[src/rtl/mem_req_arbiter_if.sv]
// rtl/mem_req_arbiter_if.sv - fetch/data requester, translator and bus signals of mem_req_arbiter
interface mem_req_arbiter_if;
    logic        inst_req;
    logic [31:0] inst_vaddr;
    logic        inst_ready;
    logic        inst_rvalid;
    logic [31:0] inst_rdata;

    logic        data_req;
    logic        data_we;
    logic [3:0]  data_wstrb;
    logic [31:0] data_vaddr;
    logic [31:0] data_wdata;
    logic        data_ready;
    logic        data_rvalid;
    logic [31:0] data_rdata;

    logic [31:0] trans_vaddr;
    logic [31:0] trans_paddr;
    logic        trans_uncached;

    logic        bus_req;
    logic        bus_we;
    logic [3:0]  bus_wstrb;
    logic [31:0] bus_addr;
    logic [31:0] bus_wdata;
    logic        bus_uncached;
    logic        bus_addr_ok;
    logic        bus_data_ok;
    logic [31:0] bus_rdata;

    // slave is the arbiter; master is the requesters, translator and bus together
    modport slave (
        input  inst_req, inst_vaddr,
        output inst_ready, inst_rvalid, inst_rdata,
        input  data_req, data_we, data_wstrb, data_vaddr, data_wdata,
        output data_ready, data_rvalid, data_rdata,
        output trans_vaddr,
        input  trans_paddr, trans_uncached,
        output bus_req, bus_we, bus_wstrb, bus_addr, bus_wdata, bus_uncached,
        input  bus_addr_ok, bus_data_ok, bus_rdata
    );

    modport master (
        output inst_req, inst_vaddr,
        input  inst_ready, inst_rvalid, inst_rdata,
        output data_req, data_we, data_wstrb, data_vaddr, data_wdata,
        input  data_ready, data_rvalid, data_rdata,
        input  trans_vaddr,
        output trans_paddr, trans_uncached,
        input  bus_req, bus_we, bus_wstrb, bus_addr, bus_wdata, bus_uncached,
        output bus_addr_ok, bus_data_ok, bus_rdata
    );
endinterface

[src/rtl/mem_req_arbiter.sv]
// rtl/mem_req_arbiter.sv - single-outstanding fetch/data arbiter with starvation guard toward one memory bus
module mem_req_arbiter #(
    parameter int STARVE_LIMIT = 4
) (
    input  logic              clk,
    input  logic              reset,
    mem_req_arbiter_if.slave  io
);
    localparam int CW = $clog2(STARVE_LIMIT + 1);
    localparam logic [CW-1:0] LIMIT = CW'(STARVE_LIMIT);

    typedef enum logic [1:0] {IDLE, TRANS, ADDR, DATA} state_t;

    state_t        r_state;
    logic [CW-1:0] r_starve_cnt;
    logic          r_owner;          // 1 = data requester owns the transaction
    logic [31:0]   r_vaddr;
    logic          r_we;
    logic [3:0]    r_wstrb;
    logic [31:0]   r_wdata;
    logic [31:0]   r_bus_addr;
    logic          r_bus_uncached;
    logic          r_bus_req;
    logic          r_inst_ready;
    logic          r_data_ready;
    logic          r_inst_rvalid;
    logic          r_data_rvalid;
    logic [31:0]   r_inst_rdata;
    logic [31:0]   r_data_rdata;

    logic          w_grant_inst;

    assign w_grant_inst = io.inst_req && (!io.data_req || (r_starve_cnt >= LIMIT));

    // ready is raised in IDLE; the request is latched on the edge that sees ready high
    always_ff @(posedge clk or posedge reset) begin
        if (reset) begin
            r_state        <= IDLE;
            r_starve_cnt   <= '0;
            r_owner        <= 1'b0;
            r_vaddr        <= '0;
            r_we           <= 1'b0;
            r_wstrb        <= '0;
            r_wdata        <= '0;
            r_bus_addr     <= '0;
            r_bus_uncached <= 1'b0;
            r_bus_req      <= 1'b0;
            r_inst_ready   <= 1'b0;
            r_data_ready   <= 1'b0;
            r_inst_rvalid  <= 1'b0;
            r_data_rvalid  <= 1'b0;
            r_inst_rdata   <= '0;
            r_data_rdata   <= '0;
        end else begin
            r_inst_ready  <= 1'b0;
            r_data_ready  <= 1'b0;
            r_inst_rvalid <= 1'b0;
            r_data_rvalid <= 1'b0;
            if (!io.inst_req) begin
                r_starve_cnt <= '0;
            end
            case (r_state)
                IDLE: begin
                    if (r_inst_ready || r_data_ready) begin
                        r_owner <= r_data_ready;
                        if (r_data_ready) begin
                            r_vaddr <= io.data_vaddr;
                            r_we    <= io.data_we;
                            r_wstrb <= io.data_wstrb;
                            r_wdata <= io.data_wdata;
                        end else begin
                            r_vaddr <= io.inst_vaddr;
                            r_we    <= 1'b0;
                            r_wstrb <= '0;
                            r_wdata <= '0;
                        end
                        r_state <= TRANS;
                    end else if (w_grant_inst) begin
                        r_inst_ready <= 1'b1;
                        r_starve_cnt <= '0;
                    end else if (io.data_req) begin
                        r_data_ready <= 1'b1;
                        if (io.inst_req && (r_starve_cnt < LIMIT)) begin
                            r_starve_cnt <= r_starve_cnt + 1'b1;
                        end
                    end
                end
                TRANS: begin
                    r_bus_addr     <= io.trans_paddr;
                    r_bus_uncached <= io.trans_uncached;
                    r_bus_req      <= 1'b1;
                    r_state        <= ADDR;
                end
                ADDR: begin
                    if (io.bus_addr_ok) begin
                        r_bus_req <= 1'b0;
                        r_state   <= DATA;
                    end
                end
                DATA: begin
                    if (io.bus_data_ok) begin
                        if (r_owner) begin
                            r_data_rdata  <= io.bus_rdata;
                            r_data_rvalid <= 1'b1;
                        end else begin
                            r_inst_rdata  <= io.bus_rdata;
                            r_inst_rvalid <= 1'b1;
                        end
                        r_state <= IDLE;
                    end
                end
                default: r_state <= IDLE;
            endcase
        end
    end

    assign io.inst_ready   = r_inst_ready;
    assign io.inst_rvalid  = r_inst_rvalid;
    assign io.inst_rdata   = r_inst_rdata;
    assign io.data_ready   = r_data_ready;
    assign io.data_rvalid  = r_data_rvalid;
    assign io.data_rdata   = r_data_rdata;
    assign io.trans_vaddr  = r_vaddr;
    assign io.bus_req      = r_bus_req;
    assign io.bus_we       = r_we;
    assign io.bus_wstrb    = r_wstrb;
    assign io.bus_addr     = r_bus_addr;
    assign io.bus_wdata    = r_wdata;
    assign io.bus_uncached = r_bus_uncached;
endmodule
[src/flat_wrapper.sv]
// flat-port wrapper written by rule: the top's interface ports become plain ports
module mem_req_arbiter_flat 
#(
    parameter int STARVE_LIMIT = 4
)
  (clk, reset, io_inst_req, io_inst_vaddr, io_inst_ready, io_inst_rvalid, io_inst_rdata, io_data_req, io_data_we, io_data_wstrb, io_data_vaddr, io_data_wdata, io_data_ready, io_data_rvalid, io_data_rdata, io_trans_vaddr, io_trans_paddr, io_trans_uncached, io_bus_req, io_bus_we, io_bus_wstrb, io_bus_addr, io_bus_wdata, io_bus_uncached, io_bus_addr_ok, io_bus_data_ok, io_bus_rdata);
  mem_req_arbiter_if io_i ();
  input  logic clk;
  input  logic reset;
  input wire logic [$bits(io_i.inst_req)-1:0] io_inst_req;
  input wire logic [$bits(io_i.inst_vaddr)-1:0] io_inst_vaddr;
  output wire logic [$bits(io_i.inst_ready)-1:0] io_inst_ready;
  output wire logic [$bits(io_i.inst_rvalid)-1:0] io_inst_rvalid;
  output wire logic [$bits(io_i.inst_rdata)-1:0] io_inst_rdata;
  input wire logic [$bits(io_i.data_req)-1:0] io_data_req;
  input wire logic [$bits(io_i.data_we)-1:0] io_data_we;
  input wire logic [$bits(io_i.data_wstrb)-1:0] io_data_wstrb;
  input wire logic [$bits(io_i.data_vaddr)-1:0] io_data_vaddr;
  input wire logic [$bits(io_i.data_wdata)-1:0] io_data_wdata;
  output wire logic [$bits(io_i.data_ready)-1:0] io_data_ready;
  output wire logic [$bits(io_i.data_rvalid)-1:0] io_data_rvalid;
  output wire logic [$bits(io_i.data_rdata)-1:0] io_data_rdata;
  output wire logic [$bits(io_i.trans_vaddr)-1:0] io_trans_vaddr;
  input wire logic [$bits(io_i.trans_paddr)-1:0] io_trans_paddr;
  input wire logic [$bits(io_i.trans_uncached)-1:0] io_trans_uncached;
  output wire logic [$bits(io_i.bus_req)-1:0] io_bus_req;
  output wire logic [$bits(io_i.bus_we)-1:0] io_bus_we;
  output wire logic [$bits(io_i.bus_wstrb)-1:0] io_bus_wstrb;
  output wire logic [$bits(io_i.bus_addr)-1:0] io_bus_addr;
  output wire logic [$bits(io_i.bus_wdata)-1:0] io_bus_wdata;
  output wire logic [$bits(io_i.bus_uncached)-1:0] io_bus_uncached;
  input wire logic [$bits(io_i.bus_addr_ok)-1:0] io_bus_addr_ok;
  input wire logic [$bits(io_i.bus_data_ok)-1:0] io_bus_data_ok;
  input wire logic [$bits(io_i.bus_rdata)-1:0] io_bus_rdata;
  assign io_i.inst_req = io_inst_req;
  assign io_i.inst_vaddr = io_inst_vaddr;
  assign io_inst_ready = io_i.inst_ready;
  assign io_inst_rvalid = io_i.inst_rvalid;
  assign io_inst_rdata = io_i.inst_rdata;
  assign io_i.data_req = io_data_req;
  assign io_i.data_we = io_data_we;
  assign io_i.data_wstrb = io_data_wstrb;
  assign io_i.data_vaddr = io_data_vaddr;
  assign io_i.data_wdata = io_data_wdata;
  assign io_data_ready = io_i.data_ready;
  assign io_data_rvalid = io_i.data_rvalid;
  assign io_data_rdata = io_i.data_rdata;
  assign io_trans_vaddr = io_i.trans_vaddr;
  assign io_i.trans_paddr = io_trans_paddr;
  assign io_i.trans_uncached = io_trans_uncached;
  assign io_bus_req = io_i.bus_req;
  assign io_bus_we = io_i.bus_we;
  assign io_bus_wstrb = io_i.bus_wstrb;
  assign io_bus_addr = io_i.bus_addr;
  assign io_bus_wdata = io_i.bus_wdata;
  assign io_bus_uncached = io_i.bus_uncached;
  assign io_i.bus_addr_ok = io_bus_addr_ok;
  assign io_i.bus_data_ok = io_bus_data_ok;
  assign io_i.bus_rdata = io_bus_rdata;
  mem_req_arbiter #(.STARVE_LIMIT(STARVE_LIMIT)) u_core (.clk(clk), .reset(reset), .io(io_i));
endmodule
[config.mk]
export PLATFORM = sky130hd
export DESIGN_NAME = mem_req_arbiter_flat
export DESIGN_NICKNAME = d
export VERILOG_FILES = /design/src/rtl/mem_req_arbiter_if.sv /design/src/rtl/mem_req_arbiter.sv /design/src/flat_wrapper.sv
export SDC_FILE = /design/constraint.sdc
export NUM_CORES = 1
export LEC_CHECK = 0
export BUFFER_PORTS_ARGS = -buffer_cell sky130_fd_sc_hd__buf_2
export CAP_MARGIN = 0
export CORE_AREA = 2 2 134 136
export CTS_CLUSTER_DIAMETER = 150
export CTS_CLUSTER_SIZE = 8
export DETAILED_ROUTE_END_ITERATION = 8
export DIE_AREA = 0 0 136 138
export HOLD_SLACK_MARGIN = 0.06
export PLACE_DENSITY_LB_ADDON = 0.05
export SYNTH_ARGS = -nofsm -noshare
export SYNTH_HDL_FRONTEND = slang
export SYNTH_SLANG_ARGS = --single-unit
[constraint.sdc]
create_clock -name clk -period 17.88 [get_ports clk]
set_clock_uncertainty 0.15 [all_clocks]
set_input_delay 3.576 -clock clk [delete_from_list [all_inputs] [get_ports clk]]
set_output_delay 3.576 -clock clk [all_outputs]
set_load 0.02 [all_outputs]
==> flow_metrics.tcl, run 1 <==
set metrics [dict create \
    status "finished, final reports clean" \
    globalRouteOverflowTotal 0 \
    design.portCount 343 \
    irDropWorstVdd_mv 0.0824 \
    syn_nets 730 \
    cts.clk_slew.worst_paths_ns 0.06 \
    crit-reg2reg-launch "u_core.r_state[0]" \
    start_util_pct 40.9 \
    cpPeakStageDelay_ns 0.91 \
    grt_max_degree 95 \
    crit_buf_inv 3 \
    slew_headroom_pct 31.7 \
    whs_endpoint "u_core.io.bus_wdata[8]" \
    syn_to_final_growth_pct 34.9 \
    ys.flop_type "dfrtp_1" \
    synth_enable_flop_cells 0 \
    fin_crit_ns 5.05 \
    r2r_end "u_core.io.trans_vaddr[1]" \
    power_frac_clock_pct 20.4 \
    arrival_ns 5.29 \
    dieHeight_microns 138 \
    finalHoldViolations 0 \
    rsz0062_at_grt "no" \
    critPathSlowestCell "buf_4" \
    cp-end-kind "async pin" \
    clk_path_buf_depth 2 \
    rows 49 \
    async_reset_ff_share_pct 100 \
    hold_depth 2 \
    antenna_found_initial 2 \
    synth_cells 553 \
    clkLatencyLatePin_ns 0.42 \
    p_seq_share_pct 36.5 \
    sw_frac_of_total_pct 40.3 \
    fin_crit_sh_pct 28.2 \
    r2r_cells 7 \
    cap_viol_max_count 0 \
    die_width_microns 136 \
    tightest_slew_ns 1.02 \
    holdWs_ns 0.309 \
    grt_first_pass_wirelength_mm 29.1 \
    grt_pass1_vias 5619 \
    most-common-layout-cells "342 x buf_2, 176 x dfrtp_1, 113 x nand2_1, 68 x mux2_1, 39 x nand3_1" \
    nNetsFinal 1064 \
    max_freq_mhz 198 \
    p_int_w 0.00114 \
    cp-start-kind "primary input" \
    synth-seq-cells 177 \
    avgSynthCellArea_sq_um 13.0 \
    cts-root-buf "clkbuf_16" \
    hold_class "flop to flop" \
    numPortBuffers 342 \
    drt-total-wl_mm 18.4 \
    synth_cell_types 29 \
    cts_buffers 17 \
    power_frac_comb_pct 43.1 \
    final_common_cell "buf_2" \
    synth_warnings 0 \
    via_count 5356 \
    power_leakage_nw 5.14 \
    dp_slack_ns 12.26 \
    avgViaCountPerCell 4.74 \
    r2r_slack_ns 15.44 \
    ys_seq_area_share_pct 61.7 \
    die-area_sq_um 18800 \
    cts_tree "yes" \
    drt-initial-drc-count 159 \
    drt_drc_violations_left 0 \
    crit_family "buffers and inverters" \
    drv_slew 0 \
    detail-route-antenna-nets 0 \
    cp.required_ns 18.12 \
    post_drt_wl_per_cell_microns 16.3 \
    critical_path_class "primary input to async pin" \
    crit_chain "buf_2 -> inv_6 -> buf_4" \
    cts.sinks 177 \
    fin_tns_setup_ns 0 \
    dp_hpwl_mm 13.6 \
    drive_gt1_share_pct 46.6 \
    power_switching_w 0.000772 \
    track_usage_pct 19.9 \
    worst_slack_ns 12.83 \
    post_cts_buffers 0 \
    cts_resized 0 \
    path_max_fanout 94 \
    setup_violations 0 \
    hold_start "u_core.io.bus_wdata[8]" \
    cts-htree-levels 4 \
    core_sq_um 17500 \
    synthesis.area_sq_um 7180 \
    hold_buffers 0 \
    dr.pass1.iters 4 \
    place_congestion 0.797 \
    p_per_area_nw_per_um2 198 \
]
-- flip-flops by register name, indices dropped and copies added, names as in the netlist --
signal	cells
u_core.io.trans_vaddr	32
u_core.io.bus_wdata	32
u_core.io.inst_ready	1
u_core.io.bus_uncached	1
u_core.io.bus_wstrb	4
u_core.r_starve_cnt	3
u_core.io.inst_rdata	32
u_core.io.data_ready	1
u_core.io.bus_we	1
u_core.io.data_rdata	32
u_core.r_state	2
u_core.io.bus_req	1
u_core.r_owner	1
u_core.io.inst_rvalid	1
u_core.io.data_rvalid	1
u_core.io.bus_addr	32
-- area by class of cell --
cell class | count | area, sq um
Fill cell | 1613 | 7850
Sequential cell | 177 | 4430
Multi-Input combinational cell | 337 | 2540
Timing Repair Buffer | 348 | 1760
Clock buffer | 19 | 453
Tap cell | 229 | 287
Clock inverter | 13 | 175
Inverter | 6 | 27.5
Antenna cell | 2 | 5.00
-- power groups by stage --
stage	registers (W)	clock network [W]	logic, W
after floorplan	0.000931	0	0.000309
after global placement	0.000701	0	0.000820
after detailed placement	0.000704	0	0.000840
after CTS	0.000701	0.000398	0.000839
after global routing	0.000724	0.000420	0.000893
final	0.000699	0.000390	0.000826
-- kinds of logic after synthesis --
kind of cell             after synthesis  synth area share [%]
adder cells (fa/ha/maj)                5                 0.872
flip-flops                           177                  61.7
buffers and inverters                 39                  2.93
AO/OA/AOI/OAI                         38                  2.89
multiplexers                         130                  21.4
AND/OR/NAND/NOR                      164                  10.2
-- layer usage --
| metal | global-route usage (%) | part of all wire [%] |
|---|---|---|
| met5 | 0 | 0 |
| met4 | 8.00 | 2.7 |
| met3 | 6.31 | 8.2 |
| met2 | 33.6 | 49 |
| met1 | 23.5 | 40 |
-- how the worst max path moves through the flow --
stage / start / to / slack [ns] / cells after the start
after global routing: reset / u_core.io.data_rdata[13] / 12.48 / 3
after global placement: reset / u_core.io.bus_addr[1] / 12.32 / 3
after floorplan: reset / u_core.io.bus_addr[0] / 9.35 / 1
final: reset / u_core.io.inst_rdata[14] / 12.83 / 3
after CTS: reset / u_core.io.bus_addr[24] / 12.73 / 3
after detailed placement: reset / u_core.io.data_rdata[12] / 12.26 / 3
-- Yosys cell counts (all sizes together), types with 2 or more instances --
| cell type | number | area (sq um) |
|---|---|---|
| nand3b | 2 | 27.5 |
| clkbuf | 8 | 30.0 |
| buf | 25 | 158 |
| mux2i | 32 | 320 |
| o21ai | 33 | 169 |
| mux2 | 98 | 1220 |
| nor3b | 2 | 26.3 |
| nand2 | 113 | 424 |
| dfrtp | 177 | 4430 |
| a21boi | 3 | 22.5 |
| nor2b | 3 | 18.8 |
| nand3 | 40 | 205 |
| ha | 5 | 62.6 |
| inv | 6 | 22.5 |
-- stage by stage --
step / util [%] / std cells / area, sq um / total power [W]
4_1_cts: 55.2 / 1129 / 9680 / 0.00194
6_report: 55.2 / 1131 / 9680 / 0.00191
3_3_place_gp: 51.6 / 1097 / 9050 / 0.00152
3_5_place_dp: 51.6 / 1097 / 9050 / 0.00154
2_1_floorplan: - / 553 / 7180 / 0.00124
5_1_grt: 55.2 / 1131 / 9680 / 0.00204
-- worst register-to-register path: stages, from the launching register on --
cell,delay [ns]
dfrtp_1,0.40
inv_1,0.08
ha_1,0.20
buf_4,0.27
o21ai_4,0.34
buf_4,0.67
nand2_1,0.17
o21ai_1,0.10
No activity file was read; power rests on OpenSTA's default activity.
==> inputs of run 2 (changes only) <==
- CORE_AREA: 2 2 134 136 -> unset
- CORE_ASPECT_RATIO: unset -> 0.7
- CORE_UTILIZATION: unset -> 42
- DIE_AREA: 0 0 136 138 -> unset
- clock period: 17.88 -> 4.47 ns (I/O delays scaled with it)
==> run 2 against run 1 <==
Clock power rose to 3.6 times the previous value. Sequential power rose to 4.0 times the previous value. Critical path depth down 1. Final area down 0.67%. Critical path type is now flop to output port.
==> flow_metrics.tcl, run 2 (same netlist as run 1, synthesis figures left out) <==
set metrics [dict create \
    core_sq_um 16500 \
    rsz0062_at_grt "no" \
    hold_start "u_core.io.bus_wdata[12]" \
    clkLatencyLatePin_ns 0.41 \
    cts.sinks 177 \
    clk_path_buf_depth 2 \
    arrival_ns 1.90 \
    cts-root-buf "clkbuf_16" \
    cts_buffers 17 \
    dr.pass1.iters 4 \
    fin_tns_setup_ns 0 \
    cap_viol_max_count 0 \
    dp_slack_ns 1.95 \
    slew_headroom_pct 33.2 \
    dp_hpwl_mm 12.9 \
    fin_crit_ns 2.94 \
    nNetsFinal 1065 \
    design.portCount 343 \
    antenna_found_initial 2 \
    cp.required_ns 3.43 \
    cts-htree-levels 4 \
    most-common-layout-cells "342 x buf_2, 176 x dfrtp_1, 113 x nand2_1, 68 x mux2_1, 39 x nand3_1" \
    drt-initial-drc-count 250 \
    cp-end-kind "output port" \
    crit-reg2reg-launch "u_core.r_state[1]" \
    cts_tree "yes" \
    detail-route-antenna-nets 0 \
    drt-total-wl_mm 17.8 \
    drive_gt1_share_pct 46.4 \
    worst_slack_ns 1.53 \
    cp-start-kind "flop" \
    via_count 5254 \
    fin_crit_sh_pct 65.8 \
    post_drt_wl_per_cell_microns 15.8 \
    start_util_pct 43.5 \
    drt_drc_violations_left 0 \
    place_congestion 0.752 \
    p_per_area_nw_per_um2 778 \
    die-area_sq_um 17600 \
    power_leakage_nw 5.11 \
    dieHeight_microns 111 \
    antenna-diode-count 0 \
    die_width_microns 158 \
    hold_buffers 0 \
    track_usage_pct 20.5 \
    final_common_cell "buf_2" \
    tightest_slew_ns 1.00 \
    grt_first_pass_wirelength_mm 27.7 \
    setup_violations 0 \
    post_cts_buffers 0 \
    drv_slew 0 \
    critical_path_class "flop to output port" \
    holdWs_ns 0.313 \
    max_freq_mhz 340 \
    globalRouteOverflowTotal 0 \
    cts.clk_slew.worst_paths_ns 0.06 \
    nFillCells 1425 \
    rows 39 \
    grt_pass1_vias 5375 \
    numPortBuffers 342 \
    cts_resized 0 \
    hold_class "flop to flop" \
    syn_to_final_growth_pct 34.0 \
    finalHoldViolations 0 \
    grt_max_degree 97 \
    avgViaCountPerCell 4.67 \
    path_max_fanout 73 \
    crit_path_start "u_core.io.data_ready" \
    status "finished, final reports clean" \
    irDropWorstVdd_mv 0.331 \
]
## run 2: area by class of cell
class | instances | area [sq um] | share of cell area (%)
clock buffers | 19 | 443 | 4.61
multi-input cells | 337 | 2540 | 26.5
flip-flops and latches | 177 | 4430 | 46.1
repair buffers | 349 | 1780 | 18.5
well taps | 225 | 282 | 2.93
inverters | 6 | 26.3 | 0.273
clock inverters | 12 | 111 | 1.16
## run 2: report_power, final
| part | internal (W) | switching (W) |
|---|---|---|
| Combinational | 0.00127 | 0.00203 |
| Clock | 0.000781 | 0.000623 |
| Sequential | 0.00238 | 0.000388 |
## run 2: critical path: stages (launching register included)
cell and delay (ns):
dfrtp_4 0.43, buf_4 0.74, buf_2 0.31
## run 2: worst paths after layout
| check | endpoint | slack, ns | depth (start not counted) |
|---|---|---|---|
| worst min register to register | u_core.io.bus_wdata[12] | 0.31 | 2 |
| min in group asynchronous | u_core.io.data_rdata[13] | 0.48 | 3 |
| worst max register to register | u_core.io.trans_vaddr[24] | 2.04 | 6 |
| worst min-delay path | u_core.io.bus_wdata[12] | 0.31 | 2 |
| worst max-delay path | io_data_ready | 1.53 | 2 |
| max in group asynchronous | u_core.io.data_ready | 2.71 | 3 |
## run 2: per-layer routing
layer	vias up	track usage, %	part of all wire [%]
li1	2539	-	-
met1	2521	24.0	40
met2	172	35.5	51
met3	20	7.28	8.0
met4	2	5.90	1.3
met5	-	0	0.073
## run 2: metrics by stage
stage | instances | utilization (%) | total power (W) | area (sq um)
global placement | 1094 | 54.9 | 0.00604 | 9060
detailed placement | 1094 | 54.9 | 0.00615 | 9060
floorplan | 553 | - | 0.00496 | 7180
CTS | 1125 | 58.3 | 0.00757 | 9620
finish | 1125 | 58.3 | 0.00748 | 9620
global route | 1125 | 58.3 | 0.00794 | 9620
